`src/rtl/sdram_cmd_arbiter.sv`:
```
// Arbitrates NCH command channels onto a single SDRAM controller command port
// and routes the controller's read/write data strobes to the granted owner.
module sdram_cmd_arbiter #(
  parameter int NCH   = 3,
  parameter int CMDW  = 2,
  parameter int ADDRW = 23,
  parameter int MODE  = 0,
  parameter int TMO   = 255
) (
  input  logic                 clk,
  input  logic                 rst,
  input  logic [NCH-1:0]       req_i,
  input  logic [NCH*CMDW-1:0]  cmd_i,
  input  logic [NCH*ADDRW-1:0] addr_i,
  output logic [CMDW-1:0]      sys_cmd_o,
  output logic [ADDRW-1:0]     sys_addr_o,
  input  logic [CMDW-1:0]      sys_cmd_ack_i,
  input  logic                 sys_rd_valid_i,
  input  logic                 sys_wr_valid_i,
  output logic [NCH-1:0]       gnt_o,
  output logic [NCH-1:0]       owner_o,
  output logic [NCH-1:0]       rd_valid_o,
  output logic [NCH-1:0]       wr_valid_o,
  output logic                 busy_o,
  output logic                 err_o
);

  localparam int IW = $clog2(NCH);
  localparam int CW = (TMO > 1) ? $clog2(TMO) : 1;

  typedef enum logic {
    IDLE  = 1'b0,
    ISSUE = 1'b1
  } state_t;

  state_t           state_q, state_n;
  logic [IW-1:0]    win_q, rp_q, rp_eff, sel_idx, rp_next;
  logic [CMDW-1:0]  cmd_q, ack_prev_q, sel_cmd;
  logic [ADDRW-1:0] addr_q, sel_addr;
  logic [CW-1:0]    cnt_q;
  logic [NCH-1:0]   gnt_q, owner_q, elig, win_oh;
  logic             err_q, found, ack_edge, load, ack_ok, ack_bad, timeout, idle_ack;

  always_comb begin
    elig = '0;
    for (int k = 0; k < NCH; k++) begin
      elig[k] = req_i[k] && (cmd_i[k*CMDW +: CMDW] != '0);
    end
  end

  assign rp_eff = (MODE == 1) ? rp_q : '0;

  // Round-robin as two priority passes: indices at/after rp first, then the
  // wrapped-around remainder. With rp forced to 0 this is plain fixed priority.
  always_comb begin
    found   = 1'b0;
    sel_idx = '0;
    for (int j = 0; j < NCH; j++) begin
      if (!found && elig[j] && (IW'(j) >= rp_eff)) begin
        found   = 1'b1;
        sel_idx = IW'(j);
      end
    end
    for (int j = 0; j < NCH; j++) begin
      if (!found && elig[j]) begin
        found   = 1'b1;
        sel_idx = IW'(j);
      end
    end
  end

  always_comb begin
    sel_cmd  = '0;
    sel_addr = '0;
    for (int k = 0; k < NCH; k++) begin
      if (sel_idx == IW'(k)) begin
        sel_cmd  = cmd_i[k*CMDW +: CMDW];
        sel_addr = addr_i[k*ADDRW +: ADDRW];
      end
    end
  end

  // Only a zero-to-nonzero transition of the acknowledge counts.
  assign ack_edge = (sys_cmd_ack_i != '0) && (ack_prev_q == '0);
  assign idle_ack = (state_q == IDLE) && ack_edge;
  assign win_oh   = NCH'(1) << win_q;
  assign rp_next  = (win_q == IW'(NCH - 1)) ? '0 : win_q + IW'(1);

  // NOTE: every signal driven here gets a default first, so no path can infer a latch.
  always_comb begin
    state_n = state_q;
    load    = 1'b0;
    ack_ok  = 1'b0;
    ack_bad = 1'b0;
    timeout = 1'b0;
    case (state_q)
      IDLE: begin
        if (found) begin
          load    = 1'b1;
          state_n = ISSUE;
        end
      end
      ISSUE: begin
        if (ack_edge && (sys_cmd_ack_i == cmd_q)) begin
          ack_ok  = 1'b1;
          state_n = IDLE;
        end else begin
          ack_bad = ack_edge;
          if (cnt_q == CW'(TMO - 1)) begin
            timeout = 1'b1;
            state_n = IDLE;
          end
        end
      end
      default: state_n = IDLE;
    endcase
  end

  // NOTE: sequential state is written with non-blocking assignments only, so
  // every register samples the pre-edge values regardless of block ordering.
  always_ff @(posedge clk or posedge rst) begin
    if (rst) begin
      state_q <= IDLE;
    end else begin
      state_q <= state_n;
    end
  end

  // NOTE: the latched command/address are reset too, so nothing on the
  // controller port is ever undefined after reset.
  always_ff @(posedge clk or posedge rst) begin
    if (rst) begin
      win_q      <= '0;
      rp_q       <= '0;
      cmd_q      <= '0;
      addr_q     <= '0;
      cnt_q      <= '0;
      ack_prev_q <= '0;
      gnt_q      <= '0;
      owner_q    <= '0;
      err_q      <= 1'b0;
    end else begin
      ack_prev_q <= sys_cmd_ack_i;
      gnt_q      <= '0;
      if (load) begin
        win_q  <= sel_idx;
        cmd_q  <= sel_cmd;
        addr_q <= sel_addr;
        cnt_q  <= '0;
      end else if (state_q == ISSUE) begin
        cnt_q <= cnt_q + CW'(1);
      end
      if (ack_ok) begin
        gnt_q   <= win_oh;
        owner_q <= win_oh;
        if (MODE == 1) begin
          rp_q <= rp_next;
        end
      end
      if (ack_bad || timeout || idle_ack) begin
        err_q <= 1'b1;
      end
    end
  end

  assign busy_o     = (state_q == ISSUE);
  assign sys_cmd_o  = busy_o ? cmd_q : '0;
  assign sys_addr_o = busy_o ? addr_q : '0;
  assign gnt_o      = gnt_q;
  assign owner_o    = owner_q;
  assign err_o      = err_q;
  // Strobes follow the registered owner, so a same-cycle grant routes to the old owner.
  assign rd_valid_o = owner_q & {NCH{sys_rd_valid_i}};
  assign wr_valid_o = owner_q & {NCH{sys_wr_valid_i}};

endmodule

```
`config.mk`:
```
export PLATFORM = sky130hd
export DESIGN_NAME = sdram_cmd_arbiter
export DESIGN_NICKNAME = d
export VERILOG_FILES = /design/src/rtl/sdram_cmd_arbiter.sv
export SDC_FILE = /design/constraint.sdc
export NUM_CORES = 1
export LEC_CHECK = 0
export ABC_AREA = 1
export CAP_MARGIN = 30
export CORE_UTILIZATION = 42
export CTS_BUF_LIST = sky130_fd_sc_hd__clkbuf_4 sky130_fd_sc_hd__clkbuf_8 sky130_fd_sc_hd__clkbuf_16
export DETAILED_ROUTE_END_ITERATION = 10
export PLACE_DENSITY = 0.82
export SLEW_MARGIN = 20
export SYNTH_ARGS = -nofsm -noshare
export SYNTH_HDL_FRONTEND = slang
export SYNTH_SLANG_ARGS = --single-unit
export TNS_END_PERCENT = 100
```
`constraint.sdc`:
```
create_clock -name clk -period 1.7 [get_ports clk]
set_clock_uncertainty 0.1 [all_clocks]
set_input_delay 0.34 -clock clk [delete_from_list [all_inputs] [get_ports clk]]
set_output_delay 0.34 -clock clk [all_outputs]
set_load 0.005 [all_outputs]
```
==> reports/metrics.yaml <==
detailed_routing:
  wl_met3_um: 571
  drt_iter0_markers: 194
  via_per_inst: 5.21
  wl_per_cell_um: 14.8
  route.detailed.drc: 0
  drt-total-wl_um: 8940
  met2_length_um: 4620
  wl_met1_um: 3540
  ant_nets: 0
  route.top_layer_used: "met4"
  first_pass_iters: 4
  via_count: 3140
synthesis:
  avgSynthCellArea_um2: 7.03
  ys_types: 29
  syn_nets: 472
  synthCells: 386
  synth.area.mux_share: 0
  synth_compound_gate_area_share: 0.0382
  synth_top_family_by_area: "simple AND/OR/NAND/NOR gates"
  synthSimpleGateAreaFrac: 0.416
  syn_area_um2: 2720
  ys.warnings.count: 0
  ys_seq_area_frac: 0.415
  synthAdderAreaFrac: 0.00922
  synth_seq_cells: 45
  synth_xor_area_frac: 0.00968
die:
  dieArea_um2: 6790
  ios: 123
  rows: 28
  die_y_um: 82.4
  coreArea_um2: 6060
  die_x_um: 82.4
  initial_core_util: 0.448
critical_path:
  crit_type: "reg -> out"
  worstPathRequired_ps: 1260
  r2r_end: "cnt_q[7]$_DFFE_PP0P_"
  timing.rr.start: "busy_o$_DFF_PP0_"
  crit_path_end_kind: "primary output"
  r2r_cells: 10
  start_kind: "flip-flop"
  r2r_slack_ps: 80
  cp.arrival_ps: 1260
  crit_fanout: 8
placement:
  port-buffer-count: 122
  pre_cts_ws_ps: -346
  routabilityCongestion: 0.886
  detailed_place_hpwl_um: 6040
  placed_cell_area_um2: 4110
pwr:
  p_leak_nw: 2.34
  power_density_nw_per_um2: 1190
  ir_drop_uv: 691
cells_and_area:
  mostFrequentLayoutCell: "nand2_1"
  final_nets: 613
  fin_util: 0.728
  antenna_cells: 0
  mostFrequentLayoutCells: "nand2_1, clkdlybuf4s50_1, nand3_1, dfrtp_1, inv_1"
  drive_gt1_frac: 0.214
  area_delta_synth_final_pct: 62.6
  fin_area_um2: 4410
grt:
  grt_pass1_wl_um: 13800
  antenna_found_initial: 0
  gr-total-overflow: 0
  grt_max_degree: 46
  track_usage: 0.272
  grt_pass1_vias: 2970
clocking:
  cts_buffers: 5
  clock-sinks: 45
  clk-insertion-delay-late_ps: 310
  cts_tree: "yes"
  path_clk_slew_ps: 90
  h-tree-depth: 2
  clk_path_buf_depth: 2
  cts-hold-fix-buffers: 0
  cts_root_buf: "clkbuf_8"
sta:
  post-route-period-util: 0.998
  fmax_mhz: 590
  fin_crit_ps: 1700
  rsz0062_at_grt: "true"
  worst_slack_ps: 3.84
  setup_viol: 0
  maxSlewHeadroom: 0.805
  worstMarginPinSlew_ps: 290
  slew_violations: 0
  finalHoldViolations: 0
run:
  maxCapViolCount: 0
outcome:
  status: "finished, final reports clean"
hold_path:
  min_path_type: "in -> async"
-- routing by layer --
layer | GRT usage | vias up
li1 | - | 1514
met1 | 0.330 | 1473
met2 | 0.474 | 133
met3 | 0.0538 | 20
met4 | 0.100 | 0
met5 | 0 | -
-- through the flow --
| step | hold slack, ps | total power, mW | setup TNS, ps | std cells |
|---|---|---|---|---|
| 5_1_grt | 309 | 5.65 | -339 | 603 |
| 2_1_floorplan | 271 | 2.82 | 0 | 386 |
| 6_report | 275 | 5.25 | 0 | 603 |
| 3_5_place_dp | 361 | 4.07 | -12380 | 585 |
| 3_3_place_gp | 349 | 3.99 | -7960 | 585 |
| 4_1_cts | 289 | 5.04 | -915 | 604 |
-- layout make-up --
| type | instances | area (um^2) |
|---|---|---|
| clock buffers | 5 | 68.8 |
| repair buffers | 155 | 1490 |
| fillers | 474 | 1650 |
| multi-input cells | 273 | 1400 |
| well taps | 75 | 93.8 |
| flip-flops and latches | 45 | 1130 |
| clock inverters | 3 | 46.3 |
| inverters | 47 | 186 |
-- power breakdown --
| part | internal [mW] | total [mW] | switching, mW |
|---|---|---|---|
| clock | 0.440 | 0.839 | 0.398 |
| sequential | 1.47 | 1.81 | 0.344 |
| combinational | 1.34 | 2.60 | 1.26 |
-- cell families (layout without fill, tap and decap cells) --
logic type | count (synthesis) | in the layout
buffers and inverters | 68 | 210
AOI/OAI and AO/OA | 17 | 17
adders and majority gates | 2 | 2
and+or+nand+nor | 251 | 251
xor gates and xnor gates | 3 | 3
DFF | 45 | 45
-- Yosys cell counts, drive strengths merged --
master / n / area (um^2)
nand2: 154 / 583
nand3: 57 / 303
inv: 47 / 176
dfrtp: 45 / 1130
nand4: 26 / 163
buf: 18 / 116
o21ai: 14 / 85.1
nor2: 10 / 56.3
nor3: 4 / 25.0
clkbuf: 3 / 11.3
ha: 2 / 25.0
xor2: 2 / 17.5
a21oi: 1 / 5.00
o21a: 1 / 7.51
o22ai: 1 / 6.26
xnor2: 1 / 8.76
-- registers in the layout, summed over array words and instances, names as in the netlist --
signal,flops
addr_q,23
cnt_q,8
gnt_o,3
owner_o,3
ack_prev_q,2
cmd_q,2
win_q,2
busy_o,1
err_o,1
-- critical path, cell delays in order (launching register included) --
cell     delay, ps
dfrtp_2        440
buf_12         150
buf_12         150
nand2_2         60
inv_2           30
buf_2          110
-- how the worst max path moves through the flow --
stage                     startpoint                      end  slack (ps)  depth (start not counted)
finish              busy_o$_DFF_PP0_           sys_addr_o[10]           4                          5
global route        busy_o$_DFF_PP0_            sys_addr_o[3]         -30                          5
CTS                 busy_o$_DFF_PP0_           sys_addr_o[10]        -100                          6
detailed placement          cmd_i[0]    addr_q[5]$_DFFE_PP0P_        -350                          8
global placement            req_i[0]   addr_q[17]$_DFFE_PP0P_        -230                          8
floorplan                        rst  ack_prev_q[0]$_DFF_PP0_         200                          1
-- what timing repair did --
item	4_1_cts	5_1_grt
gates resized for setup	125	48
gates cloned	3	0
endpoints found under the setup margin	42	61
pin swaps	3	4
setup buffers	8	1
Power figures use the tool's default switching activity.
